===== src/rtl/uart_hex_tx.sv =====
// Prints one byte as two uppercase ASCII hex characters (optionally followed by CR LF)
// over an 8N1 UART line. Characters go back to back with no inter-frame gap.
//
// state | meaning
// IDLE  | line high, rdy=1, waiting for start
// START | start bit (0) of the current character
// DATA  | eight data bits, LSB first
// STOP  | stop bit (1); then next character or back to IDLE
module uart_hex_tx #(
    parameter int CLKS_PER_BIT = 434,
    parameter int CRLF         = 1
) (
    input  logic       clk,
    input  logic       rst,
    input  logic       start,
    input  logic [7:0] din,
    output logic       tx,
    output logic       rdy,
    output logic       done
);

    localparam int            CW       = (CLKS_PER_BIT > 1) ? $clog2(CLKS_PER_BIT) : 1;
    localparam logic [CW-1:0] CNT_LAST = CW'(CLKS_PER_BIT - 1);
    localparam logic [1:0]    IDX_LAST = (CRLF != 0) ? 2'd3 : 2'd1;

    typedef enum logic [1:0] {IDLE, START, DATA, STOP} state_t;

    state_t        r_state;
    state_t        w_next;
    logic [CW-1:0] r_cnt;
    logic [2:0]    r_bit;
    logic [1:0]    r_idx;
    logic [7:0]    r_byte;
    logic [7:0]    w_char;
    logic          w_bit_end;
    logic          w_last_char;

    function automatic logic [7:0] hex_char(input logic [3:0] n);
        logic [7:0] n8;
        n8 = {4'h0, n};
        return (n < 4'd10) ? (8'h30 + n8) : (8'h37 + n8);
    endfunction

    assign w_bit_end   = (r_cnt == CNT_LAST);
    assign w_last_char = (r_idx == IDX_LAST);

    always_comb begin
        w_char = 8'h0A;
        case (r_idx)
            2'd0:    w_char = hex_char(r_byte[7:4]);
            2'd1:    w_char = hex_char(r_byte[3:0]);
            2'd2:    w_char = 8'h0D;
            default: w_char = 8'h0A;
        endcase
    end

    always_comb begin
        w_next = r_state;
        tx     = 1'b1;
        rdy    = 1'b0;
        done   = 1'b0;
        case (r_state)
            IDLE: begin
                rdy = 1'b1;
                if (start) w_next = START;
            end
            START: begin
                tx = 1'b0;
                if (w_bit_end) w_next = DATA;
            end
            DATA: begin
                tx = w_char[r_bit];
                if (w_bit_end && (r_bit == 3'd7)) w_next = STOP;
            end
            STOP: begin
                tx   = 1'b1;
                done = w_bit_end && w_last_char;
                if (w_bit_end) w_next = w_last_char ? IDLE : START;
            end
            default: w_next = IDLE;
        endcase
    end

    always_ff @(posedge clk or negedge rst) begin
        if (!rst) begin
            r_state <= IDLE;
            r_cnt   <= '0;
            r_bit   <= 3'd0;
            r_idx   <= 2'd0;
            r_byte  <= 8'h00;
        end else begin
            r_state <= w_next;
            if (r_state == IDLE) begin
                r_cnt <= '0;
                r_bit <= 3'd0;
                r_idx <= 2'd0;
                if (start) r_byte <= din;
            end else begin
                // bit counter wraps 7 -> 0 on its own as DATA hands over to STOP
                r_cnt <= w_bit_end ? '0 : (r_cnt + 1'b1);
                if ((r_state == DATA) && w_bit_end) r_bit <= r_bit + 3'd1;
                if ((r_state == STOP) && w_bit_end) r_idx <= w_last_char ? 2'd0 : (r_idx + 2'd1);
            end
        end
    end

endmodule


===== config.mk =====
export PLATFORM = sky130hd
export DESIGN_NAME = uart_hex_tx
export DESIGN_NICKNAME = d
export VERILOG_FILES = /design/src/rtl/uart_hex_tx.sv
export SDC_FILE = /design/constraint.sdc
export NUM_CORES = 1
export LEC_CHECK = 0
export CORE_MARGIN = 2
export CORE_UTILIZATION = 56
export CTS_CLUSTER_SIZE = 28
export DETAILED_ROUTE_END_ITERATION = 16
export HOLD_SLACK_MARGIN = 0.15
export PLACE_DENSITY = 0.78
export SYNTH_ARGS = -nofsm -noshare
export SYNTH_HDL_FRONTEND = slang
export SYNTH_SLANG_ARGS = --single-unit

===== constraint.sdc =====
create_clock -name clk -period 2 [get_ports clk]
set_input_delay 0.4 -clock clk [delete_from_list [all_inputs] [get_ports clk]]
set_output_delay 0.4 -clock clk [all_outputs]
set_load 0.01 [all_outputs]

==> results.sh, run 1 <==
export IMPL_outcome="finished with violations"
export IMPL_violations="negative setup slack"
export IMPL_die_area_mm2=0.00317
export IMPL_setup_tns_ps=-449
export IMPL_cp_end_kind="output pin"
export IMPL_required_ps=1600
export IMPL_cts_tree="yes"
export IMPL_clockRootBuffer="clkbuf_4"
export IMPL_ir_drop_mv=0.524
export IMPL_area_growth_pct=42.0
export IMPL_timing_final_crit_period_ps=2340
export IMPL_synth_top_area_share=0.392
export IMPL_port_buffers=13
export IMPL_final_cell_mix="buf_4 (38), dfrtp_1 (24), nand2_1 (13)"
export IMPL_diodes=0
export IMPL_place_congestion=0.840
export IMPL_drive_gt1_frac=0.413
export IMPL_dieHeight_um=56.3
export IMPL_cts_path_max_buffers=2
export IMPL_startpoint="r_idx[1]"
export IMPL_route_detailed_drc=0
export IMPL_ctsHoldBuffers=0
export IMPL_ios=14
export IMPL_start_util=0.603
export IMPL_worst_pin_slew_ps=371
export IMPL_synthesis_instances=159
export IMPL_antenna_found_initial=0
export IMPL_start_kind="flip-flop"
export IMPL_grt_first_pass_wirelength_um=7010
export IMPL_num_vias=1481
export IMPL_nFillCells=125
export IMPL_grt_max_degree=25
export IMPL_hp_class="in -> async"
export IMPL_yosysTopAreaCell="dfrtp_1"
export IMPL_post_drt_wl_per_cell_um=19.1
export IMPL_fin_nets=239
export IMPL_rsz0062_at_grt="true"
export IMPL_fp_dieW_um=56.3
export IMPL_crit_fanout=3
export IMPL_insertion_delay_ps=320
export IMPL_synth_seq_area_share=0.392
export IMPL_async_flop_share=1.00
export IMPL_ant_nets=0
export IMPL_setup_viol=2
export IMPL_max_freq_mhz=427
export IMPL_synthFlopType="dfrtp_1"
export IMPL_dp_hpwl_um=2620
export IMPL_design_core_area_mm2=0.00254
export IMPL_power_leakage_nw=1.02
export IMPL_clk_pin_slew_ps=140
export IMPL_synth_area_mm2=0.00153
export IMPL_hold_viol=0
export IMPL_synth_edf_count=0
export IMPL_syn_nets=184
export IMPL_synth_warnings=0
export IMPL_clock_sinks=24
export IMPL_ys_types=39
export IMPL_first_global_vias=1493
export IMPL_fin_total_pwr_uw=781
export IMPL_gr_total_overflow=0
export IMPL_drt_pass1_iterations=5
export IMPL_track_usage=0.286
export IMPL_fin_skew_ps=15.7
export IMPL_crit_arrival_ps=1940
export IMPL_layout_commonest_cell="buf_4"
export IMPL_timing_final_max_slew_violations=0
export IMPL_power_density_mw_per_mm2=358
export IMPL_routed_wl_um=4630
export IMPL_synth_area_per_cell_um2=9.65
export IMPL_critical_path_class="reg -> out"
export IMPL_ys_ff_latch=24
export IMPL_h_tree_depth=1
export IMPL_slew_headroom=0.753
export IMPL_synthTopCellsByArea="dfrtp_1 (39%), ha_1 (11%), mux2_2 (5.9%), inv_1 (3.7%), nand2_1 (3.4%)"
export IMPL_drt_iter0_markers=137
export IMPL_timing_rr_start="r_bit[1]"
export IMPL_cap_violations=0
export IMPL_cts_buffers_inserted=3
export IMPL_fin_ws_ps=-344
export IMPL_vias_per_cell=6.09
export IMPL_fin_crit_sh=1.17
export IMPL_rows=18
[cells in the mapped netlist, types with 2 or more instances]
cell	n
nor3_1	3
a31oi_1	2
nor4_1	2
a211oi_1	2
ha_1	14
clkbuf_1	2
a21oi_1	7
inv_1	15
o21bai_1	2
nor2b_1	3
and4b_1	2
nand3_1	6
dfrtp_1	24
nor2_1	13
o21ai_0	5
xnor2_1	6
nand3b_1	3
xor2_1	4
a21boi_0	2
nand2_1	14
mux2_2	8
nand4_1	3
[area by class of cell]
type | count | area (um2) | area share
Inverter | 15 | 56.3 | 0.0258
Clock buffer | 4 | 36.3 | 0.0167
Timing Repair Buffer | 53 | 430 | 0.198
Multi-Input combinational cell | 117 | 1020 | 0.467
Tap cell | 30 | 37.5 | 0.0172
Sequential cell | 24 | 601 | 0.276
[kinds of logic (layout without fill, tap and decap cells)]
family | after synthesis | count (layout) | synth area share
simple gates | 55 | 55 | 0.186
compound gates | 30 | 30 | 0.148
flops | 24 | 24 | 0.392
buf+inv | 18 | 72 | 0.0449
fa+ha+maj | 14 | 14 | 0.114
xor+xnor | 10 | 10 | 0.0571
mux | 8 | 8 | 0.0587
[through the flow]
step	hold WS (ps)	cell area (um2)	util	setup WS [ps]	cells
2_1_floorplan	104	1530	-	155	159
3_3_place_gp	491	1940	0.764	-384	233
3_5_place_dp	507	1940	0.764	-407	233
4_1_cts	440	2110	0.828	-230	240
5_1_grt	446	2180	0.856	-423	243
6_report	406	2180	0.856	-344	243
[critical path, stage by stage, from the launching register on]
cell and delay (ps):
dfrtp_1 420, buf_4 140, buf_4 150, ha_1 220, nor4_2 300, o32a_1 200
o21ai_1 60, buf_2 140
[routing by layer]
| metal | part of all wire | global-route usage | up-vias |
|---|---|---|---|
| met5 | 0 | 0 | - |
| met4 | 0.037 | 0.116 | 0 |
| met3 | 0.057 | 0.0530 | 24 |
| met2 | 0.52 | 0.506 | 78 |
| met1 | 0.38 | 0.341 | 714 |
| li1 | - | - | 665 |
[flip-flops by register name, indices dropped and copies added, names as in the netlist]
name     count
r_cnt        9
r_idx        2
r_bit        3
r_state      2
r_byte       8
[where the power goes]
group	internal [mW]	total, mW	leakage [nW]	switching (mW)
registers	0.485	0.485	0.316	0
clock network	0.111	0.263	0.0210	0.152
logic	0.0185	0.0323	0.681	0.0137
[what timing repair did]
item | in CTS | in global routing
setup buffers | 3 | 3
endpoints found under the setup margin | 2 | 4
pin swaps | 16 | 7
gates resized for setup | 40 | 12
[worst paths after layout]
path / slack (ps) / endpoint / cells after the start
max: -340 / tx / 7
min: 410 / r_bit[0] / 2
max reg2reg: 110 / r_state[0] / 8
min reg2reg: 570 / r_byte[0] / 1
max in group asynchronous: 1340 / r_cnt[5] / 2
min in group clk: 570 / r_byte[0] / 1
(Power assumes the default switching activity.)
==> run 2, diff against run 1 <==
--- a/config.mk
+++ b/config.mk
@@ -7,7 +7,7 @@
 export LEC_CHECK = 0
 export CORE_MARGIN = 2
 export CORE_UTILIZATION = 56
-export CTS_CLUSTER_SIZE = 28
+export CTS_CLUSTER_SIZE = 10
 export DETAILED_ROUTE_END_ITERATION = 16
 export HOLD_SLACK_MARGIN = 0.15
 export PLACE_DENSITY = 0.78
==> results of run 2 <==
Final layout, timing and power as in run 1 (identical DEF).
==> run 3, diff against run 2 <==
--- a/config.mk
+++ b/config.mk
@@ -9,7 +9,7 @@
 export CORE_UTILIZATION = 56
 export CTS_CLUSTER_SIZE = 10
 export DETAILED_ROUTE_END_ITERATION = 16
-export HOLD_SLACK_MARGIN = 0.15
+export HOLD_SLACK_MARGIN = 0.1
 export PLACE_DENSITY = 0.78
 export SYNTH_ARGS = -nofsm -noshare
 export SYNTH_HDL_FRONTEND = slang
==> results of run 3 <==
Final layout, timing and power as in run 1 (identical DEF).
==> variant 1, RTL diff (flow settings as in run 2) <==
Put a register stage on the output `tx`, cleared by the reset. The value now appears one clock later. The other outputs are not delayed to match.
--- a/src/rtl/uart_hex_tx.sv
+++ b/src/rtl/uart_hex_tx.sv
@@ -26,2 +26,4 @@
     typedef enum logic [1:0] {IDLE, START, DATA, STOP} state_t;
+
+    logic tx_d;
 
@@ -58,3 +60,3 @@
         w_next = r_state;
-        tx     = 1'b1;
+        tx_d   = 1'b1;
         rdy    = 1'b0;
@@ -67,3 +69,3 @@
             START: begin
-                tx = 1'b0;
+                tx_d = 1'b0;
                 if (w_bit_end) w_next = DATA;
@@ -71,3 +73,3 @@
             DATA: begin
-                tx = w_char[r_bit];
+                tx_d = w_char[r_bit];
                 if (w_bit_end && (r_bit == 3'd7)) w_next = STOP;
@@ -75,3 +77,3 @@
             STOP: begin
-                tx   = 1'b1;
+                tx_d = 1'b1;
                 done = w_bit_end && w_last_char;
@@ -106,2 +108,10 @@
 
+    always_ff @(posedge clk or negedge rst) begin
+        if (!rst) begin
+            tx <= '0;
+        end else begin
+            tx <= tx_d;
+        end
+    end
+
 endmodule
Check against the original RTL: not equivalent (Yosys sat finds a counterexample within 4 cycles, from zero or initial values and one cycle with rst low).
==> variant 1 against run 2 <==
The run still ends with negative setup slack left. Count of clock-buffer cells in the layout decreased by 1. Area after synthesis increased by 1.9%. Sequential cell count increased by 1. Routed wire length decreased by 28%. Final area decreased by 13%. Worst setup slack improved by 0.25 ns.
Power is left out: it rests on default switching activity, and per cell area and clock period it moved more than threefold.
==> variant 1: results (changes against run 2) <==
Critical path
  – Worst Path Arrival: 1.69 ns (-0.25 ns)
  – Maximum net fanout on the critical path: 2 (-1)
  – Slowest-stage cell, CP: sky130_fd_sc_hd__or4b_4
  – Slowest cell delay on critical path: 0.59 ns (+0.17 ns)
  – Worst-case reg-to-reg path depth: 6 (-2)
  – Delay-heaviest family, CP: simple AND/OR/NAND/NOR gates
  – Reg-to-reg critical path endpoint: r_state[1]$_DFFE_PN0P_
  – R2R setup slack: 0.01 ns (-0.10 ns)
  – FF-to-FF Start: r_cnt[6]$_DFF_PN0_
  – CP endpoint: done

Yosys
  – Distinct cell type count after synthesis: 40 (+2.6%)
  – Sequential area share after synthesis: 0.400 (+0.00880)
  – Cells taking the most area after synthesis: sky130_fd_sc_hd__dfrtp_1 (40%), sky130_fd_sc_hd__ha_1 (11%), sky130_fd_sc_hd__mux2_2 (5.8%), sky130_fd_sc_hd__inv_1 (4.1%), sky130_fd_sc_hd__xnor2_1 (3.9%)
  – Commonest cells in the synthesized netlist: sky130_fd_sc_hd__dfrtp_1 (25), sky130_fd_sc_hd__inv_1 (17), sky130_fd_sc_hd__ha_1 (14), sky130_fd_sc_hd__nand2_1 (14), sky130_fd_sc_hd__nor2_1 (14)
  – Cells after synthesis: 161 (+1.3%)

Global routing
  – Wire length of the first global-routing pass: 5.82 mm (-17%)
  – GRT Resource Usage Total: 0.231 (-0.0554)
  – Maximum number of pins on one net before global-route repair: 26 (+4.0%)
  – GR met3 Demand/Resource: 0.0576 (+0.00461)
  – Met1 Track Usage GR: 0.279 (-0.0614)
  – GRT met2 Usage: 0.414 (-0.0923)

Clock network
  – Longest Clk Path Bufs: 2 (unchanged)
  – PostCTS Resize Cnt: 4 (-90%)
  – Source-to-sink clock delay at the later pin of the worst-skew pair: 0.33 ns
  – Max H-tree Level: 1 (unchanged)
  – Setup Fix Bufs, Post-CTS: 1 (-2)

Timing
  – PnR worst setup slack: -0.0905 ns (+0.254 ns)
  – Final-report setup violation count: 1 (-1)
  – Post-Route Skew: 0.00766 ns (-0.00807 ns)
  – Relative slew slack: 0.770 (+0.0170)
  – Hold slack final: 0.410 ns (+0.00434 ns)

Placed design
  – Post-detailed-placement cell area: 0.00183 mm² (-6.0%)
  – Final weighted congestion of routability-driven global placement: 0.990 (+18%)
  – Worst Setup Slack post-DPL: -0.154 ns (+0.253 ns)
  – Detailed placement HPWL: 2.42 mm (-7.7%)
  – Placed cell count: 217 (-6.9%)

Routing
  – Final routed wire length divided by cell count: 14.9 µm (-22%)
  – Length of routed met3 wiring: 153 µm (-42%)
  – Detailed Route Iter0 Violations: 73 (-47%)
  – Routed length on met2: 1.79 mm (-26%)
  – Vias after detailed routing: 1284 (-13%)
  – Metal-1 WL: 1.37 mm (-23%)

Run status
  – Outcome: complete, but fails checks
  – Failing checks: negative setup slack

Finish
  – Non-filler cells in the finished layout: 225 (-7.4%)
  – Fraction of layout instances using a drive strength above 1: 0.191 (-0.222)
  – Count of filler cells inserted in the layout: 208 (+66%)

Flow run
  – Number of max-capacitance violations reported: 0 (unchanged)
[variant 1: changes by cell type after synthesis, moves of 2 or more]
cell and delta:
sky130_fd_sc_hd__a21oi_1 +3, sky130_fd_sc_hd__inv_1 +2, sky130_fd_sc_hd__o21bai_1 -2, sky130_fd_sc_hd__nor2b_1 -2
sky130_fd_sc_hd__a21boi_0 -2, sky130_fd_sc_hd__nand3b_1 -3, sky130_fd_sc_hd__or3_1 +3, sky130_fd_sc_hd__o21ai_0 -3
[variant 1: cell type report]
type                    instances  area share
multi-input cells             117       0.461
flip-flops and latches         25       0.329
well taps                      31      0.0204
clock inverters                 1     0.00394
repair buffers                 31       0.141
clock buffers                   3      0.0118
inverters                      17      0.0335
[variant 1: cells by family after synthesis]
kind of cell | synth area share
flops | 0.400
buf+inv | 0.0464
mux | 0.0649
simple gates | 0.182
xor+xnor | 0.0560
compound gates | 0.139
fa+ha+maj | 0.112
==> variant 2, RTL diff (flow settings as in run 2) <==
Made on the original files. `CLKS_PER_BIT`: 434 -> 1736.
--- a/src/rtl/uart_hex_tx.sv
+++ b/src/rtl/uart_hex_tx.sv
@@ -9,3 +9,3 @@
 module uart_hex_tx #(
-    parameter int CLKS_PER_BIT = 434,
+    parameter int CLKS_PER_BIT = 1736,
     parameter int CRLF         = 1
Function: same outputs for any inputs over 10 cycles, from zero or initial values and one cycle with rst low; that may be too few to reach the edited logic, so the function may still have changed.
==> variant 2 against run 2 <==
The flow still finishes with violations (negative setup slack). Area after synthesis up 6.7%. Sequential cell count up 2. Final area up 1.8%. Count of clock-buffer cells in the layout down 1. Worst setup slack worse by 0.23 ns. Sequential share of layout area up 1.8 points. Routed wire length down 11%. Power up 17%. Largest power group unchanged.
==> variant 2: results (changes against run 2) <==
Placed design
  – Detailed placement HPWL: 2.77 mm (+5.4%)
  – Final weighted congestion of routability-driven global placement: 0.893 (+6.3%)
  – Post-detailed-placement cell area: 0.00203 mm² (+4.2%)
  – Count of port buffers added during placement: 13 (unchanged)
  – Placed cell count: 235 (+0.86%)

Timing
  – PnR worst setup slack: -0.572 ns (-0.228 ns)
  – Final-report setup violation count: 3 (+1)
  – Post-Route Skew: 0.00956 ns (-0.00617 ns)
  – Setup TNS: -0.723 ns (-0.275 ns)
  – Relative slew slack: 0.741 (-0.0118)

Global routing
  – Wire length of the first global-routing pass: 6.45 mm (-8.0%)
  – GR met3 Demand/Resource: 0.0335 (-0.0195)
  – GRT Resource Usage Total: 0.247 (-0.0395)
  – Maximum number of pins on one net before global-route repair: 27 (+8.0%)
  – GRT met2 Usage: 0.469 (-0.0367)
  – Antenna violations before repair: 0 (unchanged)
  – Met1 Track Usage GR: 0.291 (-0.0501)
  – Vias in the first global route: 1468 (-1.7%)

Routing
  – Via density per instance: 5.88 (-3.6%)
  – Detailed Route Iter0 Violations: 74 (-46%)
  – Final Routed Wirelength: 4.10 mm (-11%)
  – Length of routed met3 wiring: 133 µm (-49%)
  – Highest signal layer in the routed design: met4
  – Routed length on met2: 2.20 mm (-8.9%)
  – Metal-1 WL: 1.65 mm (-7.5%)
  – Number of iterations in the first detailed-routing pass: 7 (+2)

Power
  – Cell leakage power: 1.07 nW (+5.0%)
  – Peak supply drop: 0.391 mV (-25%)
  – Total net switching power: 0.166 mW (about the same)

Yosys
  – Cells taking the most area after synthesis: sky130_fd_sc_hd__dfrtp_1 (40%), sky130_fd_sc_hd__ha_1 (9.9%), sky130_fd_sc_hd__mux2_2 (5.5%), sky130_fd_sc_hd__nor2_1 (4.4%), sky130_fd_sc_hd__xnor2_1 (3.7%)
  – Syn_nets: 191 (+3.8%)
  – Sequential area share after synthesis: 0.398 (+0.00604)
  – Cells after synthesis: 167 (+5.0%)
  – Commonest cells in the synthesized netlist: sky130_fd_sc_hd__dfrtp_1 (26), sky130_fd_sc_hd__nor2_1 (19), sky130_fd_sc_hd__ha_1 (13), sky130_fd_sc_hd__inv_1 (13), sky130_fd_sc_hd__nand2_1 (10)
  – Distinct cell type count after synthesis: 39 (unchanged)
  – Count of yosys warnings during synthesis: 0 (unchanged)
  – Fraction of synthesis flops using an asynchronous set or reset pin: 1.00 (unchanged)

Finish
  – Count of filler cells inserted in the layout: 180 (+44%)
  – Ant diodes: 0 (unchanged)
  – Leading registers by flop count: r_cnt: 11 flops, r_byte: 8 flops, r_bit: 3 flops
  – Fraction of layout instances using a drive strength above 1: 0.339 (-0.0737)
  – Non-filler cells in the finished layout: 249 (+2.5%)

Clock network
  – Source-to-sink clock delay at the later pin of the worst-skew pair: 0.31 ns
  – Clock slew at the register clock pins of the worst setup and hold paths: 0.15 ns
  – Max H-tree Level: 1 (unchanged)

Run status
  – Outcome: complete, but fails checks
  – Failing checks: negative setup slack

Critical path
  – Worst Path Arrival: 2.17 ns (+0.23 ns)
  – Maximum net fanout on the critical path: 6 (+3)

Hold path
  – Min-Delay Path Class: input pin to async pin
-- variant 2: kinds of logic after synthesis --
| logic type | Yosys count | synth area share |
|---|---|---|
| flip-flops | 26 | 0.398 |
| adder cells (fa/ha/maj) | 13 | 0.0994 |
| buffers and inverters | 16 | 0.0398 |
| AO/OA/AOI/OAI | 35 | 0.152 |
| XOR/XNOR | 12 | 0.0642 |
| multiplexers | 10 | 0.0703 |
| AND/OR/NAND/NOR | 55 | 0.177 |
-- variant 2: metrics by stage --
step                setup slack [ns]  hold WS [ns]
global route                  -0.634         0.456
finish                        -0.572         0.444
floorplan                    0.00485         0.104
global placement              -0.507         0.520
detailed placement            -0.541         0.532
CTS                           -0.466         0.445
-- variant 2: path summary, 6_finish.rpt --
path	start	to	slack (ns)	cells after the start
setup reg to reg	r_cnt[4]$_DFF_PN0_	r_state[1]$_DFFE_PN0P_	0	6
hold reg to reg	r_cnt[0]$_DFF_PN0_	r_cnt[0]$_DFF_PN0_	0.55	2
min in group clk	r_cnt[0]$_DFF_PN0_	r_cnt[0]$_DFF_PN0_	0.55	2
max in group asynchronous	rst	r_idx[0]$_DFFE_PN0P_	1.28	2
hold / removal	rst	r_cnt[9]$_DFF_PN0_	0.44	2
setup / recovery	r_idx[1]$_DFFE_PN0P_	tx	-0.57	8
-- variant 2: cell type report --
| cell class | instances | area (µm²) | share of cell area |
|---|---|---|---|
| multi-input cells | 125 | 1010 | 0.458 |
| flip-flops and latches | 26 | 652 | 0.294 |
| repair buffers | 50 | 410 | 0.185 |
| inverters | 13 | 48.8 | 0.0220 |
| well taps | 31 | 38.8 | 0.0175 |
| clock inverters | 1 | 30.0 | 0.0135 |
| clock buffers | 3 | 22.5 | 0.0102 |
-- variant 2: timing repair --
item                                    CTS  global route
resized for setup                        18             7
endpoints found under the setup margin    5             4
endpoints found under the hold margin     0             0
pin swaps                                 4             7
setup buffers                             5             6
cloned                                    0             0
-- variant 2: power groups by stage --
stage | clock network (mW) | logic [mW] | registers [mW]
after floorplan | 0 | 0.000544 | 0.536
after global placement | 0 | 0.0313 | 0.536
after detailed placement | 0 | 0.0324 | 0.536
after CTS | 0.365 | 0.0327 | 0.526
after global routing | 0.387 | 0.0360 | 0.526
final | 0.355 | 0.0316 | 0.526
-- variant 2: worst max-delay path, cell delays in order (launching register included) --
cell and delay [ns]:
sky130_fd_sc_hd__dfrtp_1 0.44, sky130_fd_sc_hd__inv_2 0.11, sky130_fd_sc_hd__ha_4 0.17, sky130_fd_sc_hd__a21bo_4 0.23, sky130_fd_sc_hd__o221a_4 0.26, sky130_fd_sc_hd__o211a_1 0.21
sky130_fd_sc_hd__o21ai_1 0.12, sky130_fd_sc_hd__o221a_2 0.23, sky130_fd_sc_hd__buf_6 0.10
